$ cat src/rtl/avalon_mm_arbiter.sv
// Round-robin arbiter that lets NUM_MASTERS Avalon-MM masters share one slave port.
// One transaction at a time; a single IDLE arbitration cycle separates consecutive grants.
module avalon_mm_arbiter #(
    parameter int DWIDTH      = 32,
    parameter int AWIDTH      = 2,
    parameter int NUM_MASTERS = 4
) (
    input  logic                          clk_i,
    input  logic                          rst_n_i,
    input  logic [NUM_MASTERS*AWIDTH-1:0] m_address_i,
    input  logic [NUM_MASTERS-1:0]        m_write_i,
    input  logic [NUM_MASTERS*DWIDTH-1:0] m_writedata_i,
    input  logic [NUM_MASTERS-1:0]        m_read_i,
    output logic [NUM_MASTERS-1:0]        m_waitrequest_o,
    output logic [DWIDTH-1:0]             m_readdata_o,
    output logic [NUM_MASTERS-1:0]        m_readdatavalid_o,
    output logic [AWIDTH-1:0]             s_address_o,
    output logic                          s_write_o,
    output logic [DWIDTH-1:0]             s_writedata_o,
    output logic                          s_read_o,
    input  logic                          s_waitrequest_i,
    input  logic [DWIDTH-1:0]             s_readdata_i,
    input  logic                          s_readdatavalid_i
);

    localparam int GW = (NUM_MASTERS > 1) ? $clog2(NUM_MASTERS) : 1;
    localparam logic [GW-1:0] LAST = GW'(NUM_MASTERS - 1);

    typedef enum logic [1:0] {
        IDLE    = 2'd0,
        GRANT   = 2'd1,
        RD_WAIT = 2'd2
    } state_t;

    state_t                 state_q, state_d;
    logic [GW-1:0]          gnt_q, gnt_d;
    logic [GW-1:0]          rr_q, rr_d;
    logic [GW-1:0]          sel;
    logic [GW-1:0]          gnt_inc;
    logic                   found;
    logic                   wr_sel, rd_sel;
    logic [NUM_MASTERS-1:0] req;

    assign req          = m_read_i | m_write_i;
    assign gnt_inc      = (gnt_q == LAST) ? '0 : gnt_q + 1'b1;
    assign m_readdata_o = s_readdata_i;

    // First requester at or above rr_q, wrapping past the last master.
    always_comb begin
        found = 1'b0;
        sel   = rr_q;
        for (int i = 0; i < NUM_MASTERS; i++) begin
            if (!found && req[(int'(rr_q) + i) % NUM_MASTERS]) begin
                found = 1'b1;
                sel   = GW'((int'(rr_q) + i) % NUM_MASTERS);
            end
        end
    end

    // NOTE: every output and next-state value gets a default before the case so no latch is inferred.
    always_comb begin
        state_d           = state_q;
        gnt_d             = gnt_q;
        rr_d              = rr_q;
        s_address_o       = '0;
        s_writedata_o     = '0;
        s_write_o         = 1'b0;
        s_read_o          = 1'b0;
        m_waitrequest_o   = '1;
        m_readdatavalid_o = '0;
        wr_sel            = m_write_i[gnt_q];
        rd_sel            = m_read_i[gnt_q] & ~wr_sel;

        case (state_q)
            IDLE: begin
                if (found) begin
                    gnt_d   = sel;
                    state_d = GRANT;
                end
            end
            GRANT: begin
                s_address_o            = m_address_i[int'(gnt_q)*AWIDTH +: AWIDTH];
                s_writedata_o          = m_writedata_i[int'(gnt_q)*DWIDTH +: DWIDTH];
                s_write_o              = wr_sel;
                s_read_o               = rd_sel;
                m_waitrequest_o[gnt_q] = s_waitrequest_i;
                if (!wr_sel && !rd_sel) begin
                    // Master dropped its request before acceptance: give up the grant, keep priority.
                    state_d = IDLE;
                end else if (!s_waitrequest_i) begin
                    if (wr_sel) begin
                        rr_d    = gnt_inc;
                        state_d = IDLE;
                    end else begin
                        state_d = RD_WAIT;
                    end
                end
            end
            RD_WAIT: begin
                if (s_readdatavalid_i) begin
                    m_readdatavalid_o[gnt_q] = 1'b1;
                    rr_d                     = gnt_inc;
                    state_d                  = IDLE;
                end
            end
            default: state_d = IDLE;
        endcase
    end

    // NOTE: state registers use non-blocking assignments so all of them update together at the edge.
    always_ff @(posedge clk_i or negedge rst_n_i) begin
        if (!rst_n_i) begin
            state_q <= IDLE;
            gnt_q   <= '0;
            rr_q    <= '0;
        end else begin
            state_q <= state_d;
            gnt_q   <= gnt_d;
            rr_q    <= rr_d;
        end
    end

endmodule

$ cat config.mk
export PLATFORM = sky130hd
export DESIGN_NAME = avalon_mm_arbiter
export DESIGN_NICKNAME = d
export VERILOG_FILES = /design/src/rtl/avalon_mm_arbiter.sv
export SDC_FILE = /design/constraint.sdc
export NUM_CORES = 1
export LEC_CHECK = 0
export BUFFER_PORTS_ARGS = -buffer_cell sky130_fd_sc_hd__buf_4
export CORE_AREA = 4 4 98 100
export DETAILED_ROUTE_END_ITERATION = 7
export DIE_AREA = 0 0 102 104
export PLACE_DENSITY_LB_ADDON = 0.3
export SLEW_MARGIN = 5
export SYNTH_ARGS = -nofsm -noshare
export SYNTH_HDL_FRONTEND = slang
export SYNTH_SLANG_ARGS = --single-unit
$ cat constraint.sdc
create_clock -name clk_i -period 1.9 [get_ports clk_i]
set_input_delay 0.19 -clock clk_i [delete_from_list [all_inputs] [get_ports clk_i]]
set_output_delay 0.19 -clock clk_i [all_outputs]
set_load 0.01 [all_outputs]
==> metrics, run 1 <==
status=finished, final reports clean; RSZ-0062 raised after global routing=true; Yosys top cell by area=mux4_2; Max-slew headroom=71.4%; Final ANT Viol Nets=0; final core occ=37.4%; pwr dens=1210 mW/mm2; MaxCap Viol Count=0; Setup Skew=2.70 ps; Cell Area, Synth=0.00181 mm2; largest net degree at the start of global routing=39; FF-to-FF setup slack=90 ps; Worst Hold End=state_q[1]; hold slack final=159 ps; top post-synthesis cells by area=mux4_2 (45%), buf_4 (13%), nor2b_1 (12%); post-DR vias/cell=4.58; IO buf count=191; CTS max path bufs=2; initial core utilization=20.8%; GRT Total Usage=13.5%; CP Max Fanout=12; Syn Nets=353; CTS root buf=clkbuf_8; Netlist cell types=29; static leakage=0.00152 uW; Least-Margin Pin Slew=429 ps; row count=34; met3 WL post-DR=731 um; Req. time, crit path=1710 ps; Die Ht=104 um; worst min path class=input pin to flop; via count=2007; Chip Width=102 um; layout cell share with drive strength beyond 1=74.8%; async set-reset flop share out of synthesis=100%; DPL Wire Length=6.68 mm; Post-synth EDFFs=0; initial antenna violation count=0; number of global-route vias before repair=2139; NetSw=1600 uW; Yosys warnings=0; TritonCTS clock tree=built; Clock Power Share=5.2%; CP Launch Type=flop; Reg power frac=7.6%; gr ovfl total=0; worst r2r src=gnt_q[0]; Peak Freq=530 MHz; Slew Viols, Final=0; H-tree depth=1; Combinational Power Share=87.2%; clock-pin transition on the worst setup and hold timing paths=40 ps; met2 WL=4.49 mm; Switching Fraction=41.0%; first-pass GRT wire length=11.5 mm; syn avg cell area=10.7 um2; DRT Wirelength=8.03 mm; synthesis-to-layout area growth=79.4%; most frequent cell after synthesis=mux4_2; die area=0.0106 mm2; Primary FF master, synth=dfrtp_1; R2R depth=5; Synth Instances=169; RePlAce Congestion=0.802; area of the core=0.00868 mm2; clock net sink count=6; crit path time final=1890 ps; final critical-path share of the clock period=99.3%; DRC viols=0; Max VDD drop=0.590 mV; most frequent cells after synthesis=mux4_2 (36), nor2b_1 (35), buf_4 (32), nor2_1 (8); top routing layer in use=met4; post-synth top area share=44.8%; ANT cells=0; sequential share of the synthesized area=8.30%; final setup fails=0; top-level I/O count=256; post-DR wirelength/cell=18.3 um; clk_lat worst skew=220 ps; register bit count reported by yosys=6; kind of critical path=flop to primary output; Int Power=2310 uW; M1 wire length=2.75 mm; Hold Crit Start=s_readdatavalid_i; nets=515; 1st-iter DRT viols=40; crit path DAT=1700 ps; CTS buffer count=3; crit end category=primary output; drt pass-1 iters=4; Min-Delay Path Depth=2; final hold violations=0; worst r2r dst=rr_q[1]
-- metrics by stage --
step                worst slack [ps]  setup TNS (ps)  area (um2)  cells  total power (uW)
floorplan                        333               0        1810    169              2350
global placement                 231               0        3130    429              3610
detailed placement               218               0        3130    429              3630
CTS                            -23.4           -54.4        3190    434              3850
global route                   -53.3           -1120        3240    438              4220
finish                          13.1               0        3240    438              3910
-- layer usage --
layer	vias up	GRT usage, %
met5	-	0
met4	0	1.87
met3	10	2.15
met2	95	26.4
met1	979	15.1
li1	923	-
-- state kept, by name, indices dropped and copies added, names as in the netlist --
name     count
gnt_q        2
state_q      2
rr_q         2
-- worst max-delay path by stage --
stage	startpoint	endpoint	slack, ps
after floorplan	gnt_q[0]	s_writedata_o[10]	330
after global routing	gnt_q[0]	s_writedata_o[1]	-50
after detailed placement	gnt_q[0]	s_writedata_o[23]	220
after CTS	gnt_q[0]	s_writedata_o[23]	-20
after global placement	gnt_q[0]	s_writedata_o[17]	230
final	gnt_q[0]	s_writedata_o[23]	10
-- logic make-up (layout without fill, tap and decap cells) --
group / Yosys count / after routing / share of synthesized area, %
adders and majority gates: 4 / 4 / 2.77
AOI/OAI and AO/OA: 11 / 11 / 5.26
muxes: 39 / 39 / 46.7
and+or+nand+nor: 61 / 61 / 19.1
buffers and inverters: 48 / 209 / 17.9
DFF: 6 / 6 / 8.30
-- placed cells by master (no fill, tap or decap) --
cell type / synthesis / routed
or3b_1: 1 / 1
nand2b_1: 3 / 2
a32o_1: 1 / 1
and2_1: 4 / 4
a21oi_1: 1 / 1
dfrtp_1: 6 / 4
o22ai_1: 1 / 1
dfrtp_2: 0 / 2
buf_4: 32 / 197
a21oi_2: 1 / 1
nor2_1: 8 / 8
a311o_2: 1 / 1
clkbuf_16: 0 / 1
o31ai_1: 1 / 1
nor2b_1: 35 / 35
buf_12: 0 / 2
dlygate4sd3_1: 0 / 1
nor3_1: 3 / 3
clkbuf_8: 0 / 3
ha_1: 4 / 4
o2bb2ai_1: 1 / 1
nand2_1: 6 / 6
inv_1: 4 / 4
mux2_2: 1 / 1
o21ai_0: 1 / 1
o41ai_1: 1 / 1
mux4_2: 36 / 36
clkbuf_1: 4 / 1
or2_2: 1 / 1
o32ai_2: 1 / 1
o21bai_1: 1 / 1
nand2b_4: 0 / 1
mux2_1: 2 / 2
-- worst max-delay path, stage by stage, from the launching register on --
cell and delay, ps:
dfrtp_2 440, buf_12 190, mux4_2 530, nor2b_1 150, buf_4 160
-- final cells by class --
type | instances | area (um2)
multi-input cells | 115 | 1340
fillers | 882 | 5430
clock buffers | 4 | 45.0
repair buffers | 201 | 1550
flip-flops and latches | 6 | 153
inverters | 4 | 15.0
well taps | 108 | 135
-- repair_timing --
action / in CTS / in global routing
buffers inserted: 0 / 3
gates resized for setup: 0 / 1
setup endpoints to repair: 5 / 23
gates cloned: 0 / 1
hold buffers: 1 / 0
hold endpoints to repair: 6 / 0
-- power by group through the flow --
stage / sequential, uW / clock, uW / combinational, uW
floorplan: 252 / 0 / 2100
CTS: 285 / 207 / 3360
global route: 312 / 217 / 3690
finish: 297 / 202 / 3410
global placement: 285 / 0 / 3330
detailed placement: 287 / 0 / 3340
Note: power is estimated with default switching activity, not from simulation.
==> run 2: changes to the inputs <==
--- a/config.mk
+++ b/config.mk
@@ -5,11 +5,10 @@
 export SDC_FILE = /design/constraint.sdc
 export NUM_CORES = 1
 export LEC_CHECK = 0
-export BUFFER_PORTS_ARGS = -buffer_cell sky130_fd_sc_hd__buf_4
+export BUFFER_PORTS_ARGS = -buffer_cell sky130_fd_sc_hd__buf_2
 export CORE_AREA = 4 4 98 100
 export DETAILED_ROUTE_END_ITERATION = 7
 export DIE_AREA = 0 0 102 104
-export PLACE_DENSITY_LB_ADDON = 0.3
 export SLEW_MARGIN = 5
 export SYNTH_ARGS = -nofsm -noshare
 export SYNTH_HDL_FRONTEND = slang
==> metrics, run 2 (synthesized netlist as in run 1, its figures left out) <==
met2 usage in global routing=23.0% (-3.4 points); gr busiest metal=met2; CTS buffer count=3 (unchanged); initial antenna violation count=0 (unchanged); 1st-iter DRT viols=59 (+48%); Placed Area=0.00267 mm2 (-15%); gr ovfl total=0 (unchanged); Worst Hold End=state_q[1]; crit end category=primary output; IO buf count=191 (unchanged); final hold violations=0 (unchanged); Chip Width=102 um (unchanged); post-route cell area=0.00277 mm2 (-15%); worst r2r src=gnt_q[1]; RSZ-0062 raised after global routing=true; drt pass-1 iters=4 (unchanged); CP Max Fanout=18 (+6); pwr dens=1280 mW/mm2 (+6.5%); FF-to-FF setup slack=170 ps (+80 ps); post-DR vias/cell=4.64 (+1.2%); CTS max path bufs=2 (unchanged); Setup Skew=4.44 ps (+1.74 ps); crit path time final=1880 ps (-8.47 ps); dpl ws=190 ps (-27.4 ps); CTS root buf=clkbuf_8; final setup margin=21.5 ps (+8.47 ps); most frequent cells in the layout=buf_2 (190), mux4_2 (36), nor2b_1 (34); number of global-route vias before repair=2217 (+3.6%); first-pass GRT wire length=10.8 mm (-6.6%); GRT Total Usage=12.4% (-1.0 points); Max-slew headroom=77.8% (+6.3 points); Slew Viols, Final=0 (unchanged); crit path DAT=1690 ps (about the same); synthesis-to-layout area growth=53.4%; DRC viols=0 (unchanged); R2R depth=4 (-1); Power, Total=3560 uW (-9.0%); Max VDD drop=0.858 mV (+45%); RePlAce Congestion=0.808 (+0.67%); ANT cells=0 (unchanged); met3 Use GR=2.28% (+0.13 points); Hold Crit Start=s_readdatavalid_i; via count=2040 (+1.6%); area of the core=0.00868 mm2 (unchanged); layout cell share with drive strength beyond 1=75.3% (+0.45 points); clock-pin transition on the worst setup and hold timing paths=40 ps (about the same); kind of critical path=flop to primary output; DRT Wirelength=7.20 mm (-10%); nets=517 (+0.39%); largest net degree at the start of global routing=20 (-49%); CP Launch Type=flop; MaxCap Viol Count=0 (unchanged); H-tree depth=1 (unchanged); top-level I/O count=256 (unchanged); worst r2r dst=rr_q[0]; final setup fails=0 (unchanged); initial core utilization=20.8% (unchanged); Peak Freq=532 MHz (+0.45%); TritonCTS clock tree=built; Cells after DPL=431 (+0.47%); clock net sink count=6 (unchanged); final critical-path share of the clock period=98.9% (-0.45 points); Die Ht=104 um (unchanged); final core occ=31.9% (-5.4 points); Final ANT Viol Nets=0 (unchanged); die area=0.0106 mm2 (unchanged); row count=34 (unchanged); worst min path class=input pin to flop; post-route insts no fill=440 (+0.46%); clk_lat worst skew=230 ps (about the same); Req. time, crit path=1710 ps (about the same); Least-Margin Pin Slew=332 ps (-96.1 ps); post-DR wirelength/cell=16.4 um (-11%); Min-Delay Path Depth=2 (unchanged); status=finished, final reports clean; fill count=906 (+2.7%); met1 GRT Util=14.3% (-0.82 points); commonest non-fill, non-tap cell in the layout=buf_2; static leakage=0.00138 uW (-9.4%); DPL Wire Length=6.22 mm (-6.8%); biggest regs=gnt_q x2, rr_q x2, state_q x2
-- run 2: repair_timing --
item | in CTS | in global routing
pin swaps | 0 | 0
endpoints found under the setup margin | 34 | 35
hold buffers | 1 | 0
endpoints found under the hold margin | 6 | 0
gates resized for setup | 0 | 2
buffers inserted | 2 | 2
-- run 2: power breakdown --
part           switching, uW  internal [uW]  leakage [uW]  total (uW)
Combinational           1400           1660       0.00129        3050
Clock                   61.8            145     0.0000228         207
Sequential               101            196     0.0000707         297
Total                   1560           2000       0.00138        3560
-- run 2: layout make-up --
class | count | area, um2 | area share, %
multi-input combinational | 115 | 1350 | 48.5
timing repair buffer | 203 | 1080 | 38.9
sequential | 6 | 153 | 5.51
tap | 108 | 135 | 4.87
clock buffer | 4 | 45.0 | 1.62
inverter | 4 | 15.0 | 0.542
-- run 2: worst max path at each step --
stage	startpoint	end	slack, ps	cells after the start
final	gnt_q[0]	s_writedata_o[21]	20	4
after global routing	gnt_q[0]	s_writedata_o[22]	-70	4
after CTS	gnt_q[0]	s_writedata_o[20]	-10	4
after detailed placement	gnt_q[0]	s_writedata_o[20]	190	4
after global placement	gnt_q[0]	s_writedata_o[20]	190	4
after floorplan	gnt_q[0]	s_writedata_o[10]	330	3
-- run 2: stage by stage --
| step | hold slack (ps) | setup TNS (ps) |
|---|---|---|
| floorplan | -106 | 0 |
| CTS | 167 | -14.3 |
| global placement | 18.9 | 0 |
| global route | 166 | -1040 |
| finish | 176 | 0 |
| detailed placement | 24.7 | 0 |
-- run 2: layer usage --
layer | vias up | part of all wire, %
met4 | 0 | 1.8
met1 | 978 | 35
met2 | 114 | 53
met5 | - | 0
li1 | 925 | -
met3 | 23 | 11
-- run 2: critical path, stage by stage (launching register included) --
cell and delay [ps]:
dfrtp_2 430, buf_12 200, mux4_2 530, nor2b_1 150, buf_2 140
